### config.mk
export PLATFORM = sky130hd
export DESIGN_NAME = muldiv_unit
export DESIGN_NICKNAME = d
export VERILOG_FILES = /design/src/rtl/muldiv_unit.sv
export SDC_FILE = /design/constraint.sdc
export NUM_CORES = 1
export LEC_CHECK = 0
export BUFFER_PORTS_ARGS = -buffer_cell sky130_fd_sc_hd__buf_2
export CORE_AREA = 4 4 204 156
export CTS_CLUSTER_DIAMETER = 120
export DETAILED_ROUTE_END_ITERATION = 10
export DIE_AREA = 0 0 208 160
export PLACE_DENSITY = 0.76
export SETUP_SLACK_MARGIN = 0.02
export SLEW_MARGIN = 5
export SYNTH_ARGS = -nofsm -noshare
export SYNTH_HDL_FRONTEND = slang
export SYNTH_SLANG_ARGS = --single-unit
### constraint.sdc
create_clock -name clk -period 3 [get_ports clk]
set_input_delay 0.15 -clock clk [delete_from_list [all_inputs] [get_ports clk]]
set_output_delay 0.15 -clock clk [all_outputs]
set_load 0.05 [all_outputs]
### src/rtl/muldiv_unit.sv
// rtl/muldiv_unit.sv - iterative multiply/divide unit with architectural HI/LO registers
// Signed ops work on magnitudes; result signs are fixed up when FIN is entered.
module muldiv_unit #(
    parameter int WIDTH = 32
) (
    input  logic             clk,
    input  logic             resetn,
    input  logic             start,
    input  logic [1:0]       op,
    input  logic [WIDTH-1:0] a,
    input  logic [WIDTH-1:0] b,
    input  logic             flush,
    input  logic             hi_we,
    input  logic             lo_we,
    input  logic [WIDTH-1:0] wdata,
    output logic             busy,
    output logic             done,
    output logic             div_zero,
    output logic [WIDTH-1:0] hi,
    output logic [WIDTH-1:0] lo
);
    localparam int CW = $clog2(WIDTH) + 1;

    typedef enum logic [1:0] {IDLE, MUL, DIV, FIN} state_t;

    state_t             state_q, state_d;
    logic [CW-1:0]      cnt_q, cnt_d;
    logic [2*WIDTH-1:0] acc_q, acc_d;
    logic [WIDTH-1:0]   opnd_q, opnd_d;
    logic               sa_q, sa_d, sb_q, sb_d, bz_q, bz_d;
    logic               done_q, done_d, dz_q, dz_d;
    logic [WIDTH-1:0]   hi_q, hi_d, lo_q, lo_d;

    logic               is_signed;
    logic [WIDTH-1:0]   a_mag, b_mag, addend, quo, rem;
    logic [WIDTH:0]     add_sum, sub_diff;
    logic [2*WIDTH-1:0] prod;

    // acc holds {partial product, multiplier} for MUL and {remainder, quotient} for DIV
    always_comb begin
        is_signed = ~op[0];
        a_mag     = (is_signed && a[WIDTH-1]) ? -a : a;
        b_mag     = (is_signed && b[WIDTH-1]) ? -b : b;
        addend    = acc_q[0] ? opnd_q : {WIDTH{1'b0}};
        add_sum   = {1'b0, acc_q[2*WIDTH-1:WIDTH]} + {1'b0, addend};
        sub_diff  = acc_q[2*WIDTH-1:WIDTH-1] - {1'b0, opnd_q};
        prod      = (sa_q ^ sb_q) ? -acc_q : acc_q;
        quo       = (sa_q ^ sb_q) ? -acc_q[WIDTH-1:0] : acc_q[WIDTH-1:0];
        rem       = sa_q ? -acc_q[2*WIDTH-1:WIDTH] : acc_q[2*WIDTH-1:WIDTH];
    end

    always_comb begin
        state_d = state_q;
        cnt_d   = cnt_q;
        acc_d   = acc_q;
        opnd_d  = opnd_q;
        sa_d    = sa_q;
        sb_d    = sb_q;
        bz_d    = bz_q;
        done_d  = 1'b0;
        dz_d    = 1'b0;
        hi_d    = hi_we ? wdata : hi_q;
        lo_d    = lo_we ? wdata : lo_q;
        if (flush) begin
            state_d = IDLE;
        end else begin
            case (state_q)
                IDLE: begin
                    if (start) begin
                        sa_d    = is_signed & a[WIDTH-1];
                        sb_d    = is_signed & b[WIDTH-1];
                        bz_d    = (b == {WIDTH{1'b0}});
                        cnt_d   = CW'(WIDTH);
                        state_d = op[1] ? DIV : MUL;
                        acc_d   = {{WIDTH{1'b0}}, op[1] ? a_mag : b_mag};
                        opnd_d  = op[1] ? b_mag : a_mag;
                    end
                end
                MUL: begin
                    if (cnt_q != '0) begin
                        acc_d = {add_sum, acc_q[WIDTH-1:1]};
                        cnt_d = cnt_q - CW'(1);
                    end else begin
                        state_d      = FIN;
                        done_d       = 1'b1;
                        {hi_d, lo_d} = prod;
                    end
                end
                DIV: begin
                    if (cnt_q != '0) begin
                        acc_d = sub_diff[WIDTH] ? {acc_q[2*WIDTH-2:0], 1'b0}
                                                : {sub_diff[WIDTH-1:0], acc_q[WIDTH-2:0], 1'b1};
                        cnt_d = cnt_q - CW'(1);
                    end else begin
                        state_d = FIN;
                        done_d  = 1'b1;
                        dz_d    = bz_q;
                        if (!bz_q) begin
                            lo_d = quo;
                            hi_d = rem;
                        end
                    end
                end
                default: state_d = IDLE;
            endcase
        end
    end

    always_ff @(posedge clk or negedge resetn) begin
        if (!resetn) begin
            state_q <= IDLE;
            cnt_q   <= '0;
            acc_q   <= '0;
            opnd_q  <= '0;
            sa_q    <= 1'b0;
            sb_q    <= 1'b0;
            bz_q    <= 1'b0;
            done_q  <= 1'b0;
            dz_q    <= 1'b0;
            hi_q    <= '0;
            lo_q    <= '0;
        end else begin
            state_q <= state_d;
            cnt_q   <= cnt_d;
            acc_q   <= acc_d;
            opnd_q  <= opnd_d;
            sa_q    <= sa_d;
            sb_q    <= sb_d;
            bz_q    <= bz_d;
            done_q  <= done_d;
            dz_q    <= dz_d;
            hi_q    <= hi_d;
            lo_q    <= lo_d;
        end
    end

    assign busy     = (state_q == MUL) || (state_q == DIV) || ((state_q == IDLE) && start);
    assign done     = done_q;
    assign div_zero = dz_q;
    assign hi       = hi_q;
    assign lo       = lo_q;
endmodule

==> reports/qor.txt, run 1 <==
outcome: finished, violations left
failing checks: setup timing
Cell Pwr Density: 1027 nW/um^2
PortBufs: 170
Layout area overhead: 30.97%
detailed router's first-iteration violation count: 2670
total gr overflow: 0
DRC: 0
relative slew slack: 33.42%
Die Ht: 160 um
Post-Synthesis Cells: 2098
drt total wl: 66.81 mm
min-delay worst type: in -> reg
vias in the first global route: 17050
Pwr Total: 0.02182 W
final setup fails: 31
met1 Usage GRT: 56.12%
clk slew on worst S/H paths: 0.09 ns
# rows: 55
area of all placed cells without fillers: 21250 um^2
area fraction of the dominant cell type after synthesis: 26.68%
Initial DRT Pass Iterations: 7
worst r2r src: acc_q[0]$_DFFE_PN0P_
Avg Cell Area, Syn: 7.734 um^2
Post-synth EDFFs: 0
CTS Buf Count: 17
Req. time, crit path: 3.36 ns
RSZ-0062 raised after global routing: true
post-synthesis cell area: 16230 um^2
Final #Nets: 2644
ranking of synthesized cells by area: dfrtp_1, a21oi_1, o21ai_0
Core Area: 29870 um^2
Die Width: 208 um
first-pass GRT wire length: 100.3 mm
Mapped Nets: 2277
HPWL Detailed: 50.19 mm
vias per inst: 6.453
maximum VDD drop: 0.001000 V
# diodes: 0
Max Clock Skew: 0.01629 ns
Slew @ Worst Pin: 0.9987 ns
clk_lat worst skew: 0.47 ns
Leak: 9.608 nW
Area after DPL: 19270 um^2
Clock Root Buffer: clkbuf_16
placed cells: 2804
CP startpoint kind: flip-flop
Final Hold Fails: 0
met2 usage: 53.41%
TritonCTS clock tree: yes
register area share after synthesis: 26.68%
largest net degree at the start of global routing: 89
final antenna-violating net count: 0
Initial Util: 54.33%
setup TNS: -2.898 ns
FF+latch count, synth: 173
Setup crit start: acc_q[0]$_DFFE_PN0P_
CTS Buffer Depth: 2
Post-synth top cells: nor2_1, nand2_1, a21oi_1
Post-synth ARST share: 100.0%
total of max-cap violations: 0
GR Layer Usage met3: 11.90%
# IOs: 171
Worst Setup Slack, final: -0.2913 ns
worst hold margin: 0.009349 ns
gpl congestion: 1.090
final slew viol count: 0
die area: 33280 um^2
Cell Count, Final, Fillers Out: 2877
Hold Startpoint: wdata[0]
GR peak layer: met1
Setup CP Type: reg -> reg
CP Data Arrival Time: 3.65 ns
Netlist cell types: 91
crit share post-route: 109.7%
layout cell share with drive strength beyond 1: 28.21%
final critical path time including I/O delays and setup: 3.291 ns
fmax: 0.3038 GHz
crit path max fanout: 8
Clock Sinks: 173
CP endpoint kind: flip-flop
initial antenna violation count: 0
wire per inst: 23.22 um
H-tree Lvls: 4
Synth Flop Type: dfrtp_1
biggest area consumer among synthesized cells: dfrtp_1
Ys Warns: 0
Total Routing Usage GR: 37.93%
Via Count: 18570
top-count cell post-synth: nor2_1
-- placed cells by master (no fill, tap or decap), drive strengths merged, types with 11 or more instances in the layout --
cell type	netlist	layout
o211ai	16	16
nand3	25	25
clkbuf	117	17
a221o	24	24
nand4	21	21
mux2i	84	84
nand2	198	198
o22ai	44	44
buf	26	484
nor2b	19	19
xnor2	91	91
or4	15	15
a21o	40	40
a221oi	11	11
o21ai	204	204
and3	17	17
a31oi	18	18
o31ai	25	25
o221ai	19	19
xor2	69	69
o21a	15	15
a21oi	195	195
inv	75	85
nor2	231	231
dfrtp	173	173
nand2b	20	20
ha	73	73
a211oi	15	15
nor4	17	17
nor3	45	45
a22oi	19	19
or3	19	19
-- kinds of logic after synthesis --
group           Yosys count  share of synthesized area (%)
fa+ha+maj                75                          5.876
mux                      94                          5.876
buf+inv                 220                          5.436
flops                   173                          26.68
compound gates          717                          27.91
simple gates            659                          19.59
xor+xnor                160                          8.636
-- repair_timing --
action / in CTS / in global routing
gates resized for setup: 111 / 104
endpoints found under the setup margin: 44 / 53
cloned: 2 / 0
hold buffers: 7 / 0
endpoints found under the hold margin: 76 / 0
setup buffers: 29 / 11
pin swaps: 57 / 57
-- metrics by stage --
| stage | utilization [%] | setup WS (ns) |
|---|---|---|
| 3_5_place_dp | 64.53 | -0.2747 |
| 4_1_cts | 69.73 | -0.1606 |
| 3_3_place_gp | 64.53 | -0.2103 |
| 2_1_floorplan | - | -0.08812 |
| 6_report | 71.16 | -0.2913 |
| 5_1_grt | 71.16 | -0.3815 |
-- metal layers --
layer / vias up / wire, um
met4: 0 / 2309
li1: 8380 / -
met5: - / 0
met2: 1309 / 27090
met1: 8700 / 28240
met3: 177 / 9171
-- state kept, by name (all words and copies together) (netlist names) --
name / flops
acc_q: 64
hi: 32
lo: 32
opnd_q: 32
cnt_q: 6
state_q: 2
bz_q: 1
div_zero: 1
done: 1
sa_q: 1
sb_q: 1
-- power breakdown --
part / switching [W] / internal [W] / total [W]
Sequential: 0.000776 / 0.00323 / 0.00401
Combinational: 0.00942 / 0.00588 / 0.0153
Clock: 0.00132 / 0.00119 / 0.00252
-- final timing paths --
path,to,slack (ns),depth (start not counted)
max in group asynchronous,acc_q[51]$_DFFE_PN0P_,1.90,3
max,acc_q[42]$_DFFE_PN0P_,-0.29,14
max reg2reg,acc_q[42]$_DFFE_PN0P_,-0.29,14
min reg2reg,opnd_q[14]$_DFFE_PN0P_,0.49,2
min,lo[0]$_DFF_PN0_,0.009,3
min in group asynchronous,lo[8]$_DFF_PN0_,0.26,2
-- critical path: stages (launching register included) --
cell	delay, ns
dfrtp_1	0.42
inv_4	0.10
buf_12	0.14
buf_12	0.17
nor2_2	0.06
ha_1	0.32
o21a_1	0.21
buf_4	0.14
a21o_1	0.22
a211oi_1	0.34
nor2_1	0.13
o41ai_1	0.38
xnor2_1	0.16
a221oi_2	0.28
nor2_1	0.09
-- cell type report --
class / count / area, um^2
well taps: 399 / 499.2
repair buffers: 491 / 3545
inverters: 77 / 296.5
flip-flops and latches: 173 / 4330
clock buffers: 17 / 425.4
clock inverters: 15 / 234.0
multi-input cells: 1705 / 11920
fillers: 2326 / 8615
(Power assumes the default switching activity.)
==> run 2, diff against run 1 <==
--- a/config.mk
+++ b/config.mk
@@ -6,10 +6,10 @@
 export NUM_CORES = 1
 export LEC_CHECK = 0
 export BUFFER_PORTS_ARGS = -buffer_cell sky130_fd_sc_hd__buf_2
-export CORE_AREA = 4 4 204 156
+export CORE_AREA = 3 3 203 155
 export CTS_CLUSTER_DIAMETER = 120
 export DETAILED_ROUTE_END_ITERATION = 10
-export DIE_AREA = 0 0 208 160
+export DIE_AREA = 0 0 206 158
 export PLACE_DENSITY = 0.76
 export SETUP_SLACK_MARGIN = 0.02
 export SLEW_MARGIN = 5
==> run 2 against run 1 <==
The run still ends with setup timing left. Non-clock buffer count grew 11. Sequential cell count did not move. Combinational power about the same.
==> reports/qor.txt, run 2 (synthesis results as in run 1) <==
Initial DRT Pass Iterations: 7 (unchanged)
Die Width: 206 um (-0.96%)
slowest CP cell: dfrtp_1
largest reg by FF count: acc_q
vias in the first global route: 16710 (-2.0%)
Final #Nets: 2655 (+0.42%)
wire per inst: 22.36 um (-3.7%)
first-pass GRT wire length: 95.54 mm (-4.7%)
Initial Util: 55.34% (+1.0 points)
total gr overflow: 0 (unchanged)
CP startpoint kind: flip-flop
initial antenna violation count: 1 (+1)
failing checks: setup timing
worst hold margin: 0.03530 ns (+0.02596 ns)
gpl congestion: 1.047 (-4.0%)
layout cell share with drive strength beyond 1: 28.12% (-0.084 points)
Total Routing Usage GR: 37.94% (about the same)
crit share post-route: 106.4% (-3.3 points)
maximum VDD drop: 0.0008164 V (-18%)
final slew viol count: 0 (unchanged)
largest net degree at the start of global routing: 91 (+2.2%)
Int Power: 0.01033 W (+0.29%)
die area: 32550 um^2 (-2.2%)
worst r2r src: opnd_q[0]$_DFFE_PN0P_
crit path max fanout: 8 (unchanged)
Slew @ Worst Pin: 0.9820 ns (-0.01669 ns)
clk_lat worst skew: 0.45 ns (-0.02 ns)
Hold Startpoint: wdata[12]
CP Data Arrival Time: 3.52 ns (-0.13 ns)
HPWL Detailed: 48.85 mm (-2.7%)
PortBufs: 170 (unchanged)
Worst Setup Slack, final: -0.1933 ns (+0.09795 ns)
DRC: 0 (unchanged)
TritonCTS clock tree: yes
vias per inst: 6.435 (-0.28%)
Sw Pwr: 0.01108 W (-3.8%)
min-delay worst type: in -> reg
Reg power frac: 18.7% (+0.3 points)
RSZ-0062 raised after global routing: true
fillers: 2277 (-2.1%)
leading cell type in the layout, fill and taps excluded: buf_4
Setup crit start: opnd_q[0]$_DFFE_PN0P_
CTS Buf Count: 17 (unchanged)
Layout area overhead: 30.33%
Core Area: 29320 um^2 (-1.8%)
detailed router's first-iteration violation count: 2532 (-5.2%)
Cell Pwr Density: 1012 nW/um^2 (-1.4%)
max reg flops: 64 (unchanged)
CTS Buffer Depth: 2 (unchanged)
Req. time, crit path: 3.32 ns (-0.04 ns)
CP endpoint kind: flip-flop
Setup CP Type: reg -> reg
Leak: 9.609 nW (about the same)
final setup fails: 28 (-9.7%)
relative slew slack: 34.53% (+1.1 points)
Clock Sinks: 173 (unchanged)
Clock Root Buffer: clkbuf_16
Gate power share: 70.0% (about the same)
drt total wl: 64.42 mm (-3.6%)
Via Count: 18540 (-0.14%)
# diodes: 0 (unchanged)
# rows: 54 (-1.8%)
cell chain of the critical path: ha_4 -> fa_2 -> nor2b_2 -> o31a_2 -> o2111ai_2 -> and3_4 -> or4_4 -> o211ai_4 -> buf_12 -> mux2_4 -> a221oi_2 -> nor2_1
Max Clock Skew: 0.01871 ns (+0.002415 ns)
Final Hold Fails: 0 (unchanged)
Die Ht: 158 um (-1.3%)
largest stage delay on the critical path: 0.43 ns (about the same)
clock power share: 11.3% (-0.2 points)
total of max-cap violations: 0 (unchanged)
commonest cells after routing, fill and taps aside: buf_4, nor2_1, nand2_1
H-tree Lvls: 4 (unchanged)
outcome: finished, violations left
fmax: 0.3132 GHz (+3.1%)
Switching Fraction: 51.75% (-1.0 points)
clk slew on worst S/H paths: 0.08 ns (about the same)
# IOs: 171 (unchanged)
setup TNS: -2.735 ns (+0.1628 ns)
final critical path time including I/O delays and setup: 3.193 ns (-0.09795 ns)
final antenna-violating net count: 0 (unchanged)
-- run 2: metal layers --
layer  GRT usage [%]  share of wire (%)  vias to the layer above  wire (um)
met5               0              0.019                        -         12
met4           12.31                3.7                        2       2382
met3           10.09                 13                      160       8624
met2           54.95                 41                     1193      26370
met1           55.06                 42                     8788      27040
li1                -                  -                     8397          -
-- run 2: power by group through the flow --
stage / registers (W) / clock network, W / logic, W
after floorplan: 0.00518 / 0 / 0.00694
after global placement: 0.00395 / 0 / 0.0130
after detailed placement: 0.00399 / 0 / 0.0132
after CTS: 0.00396 / 0.00242 / 0.0138
after global routing: 0.00408 / 0.00252 / 0.0159
final: 0.00400 / 0.00241 / 0.0150
-- run 2: area by class of cell --
class	instances	area (um^2)	area share, %
clock buffers	17	425.4	2.011
clock inverters	15	212.7	1.006
inverters	77	299.0	1.414
multi-input cells	1705	11860	56.09
flip-flops and latches	173	4335	20.50
well taps	392	490.5	2.319
repair buffers	502	3523	16.66
-- run 2: what timing repair did --
item,in CTS,in global routing
setup endpoints to repair,42,85
buffers inserted,26,29
endpoints found under the hold margin,88,0
hold buffers,3,0
pin swaps,40,65
gates resized for setup,77,125
gates cloned,1,0
-- run 2: critical path: cells and delay by family (launching register included) --
family / cells / cell delay (ns)
flops: 1 / 0.43
mux: 1 / 0.31
buf+inv: 1 / 0.19
fa+ha+maj: 2 / 0.55
simple gates: 4 / 0.87
compound gates: 4 / 0.72
-- run 2: through the flow --
step | util, % | instance area, um^2 | worst slack, ns | total power (W) | std cells
final | 72.12 | 21150 | -0.1933 | 0.02141 | 2881
after global routing | 72.12 | 21150 | -0.2837 | 0.02251 | 2881
after CTS | 69.72 | 20440 | -0.08626 | 0.02019 | 2856
after detailed placement | 65.50 | 19210 | -0.4121 | 0.01723 | 2796
after global placement | 65.50 | 19210 | -0.3325 | 0.01699 | 2796
after floorplan | - | 16280 | -0.08812 | 0.01212 | 2098
-- run 2: worst paths after layout --
check,endpoint,cells after the start,slack [ns]
worst max-delay path,acc_q[42]$_DFFE_PN0P_,12,-0.19
worst min-delay path,lo[12]$_DFF_PN0_,3,0.04
worst max register to register,acc_q[42]$_DFFE_PN0P_,12,-0.19
worst min register to register,opnd_q[9]$_DFFE_PN0P_,2,0.48
max in group asynchronous,opnd_q[10]$_DFFE_PN0P_,3,1.75
min in group asynchronous,lo[12]$_DFF_PN0_,2,0.36
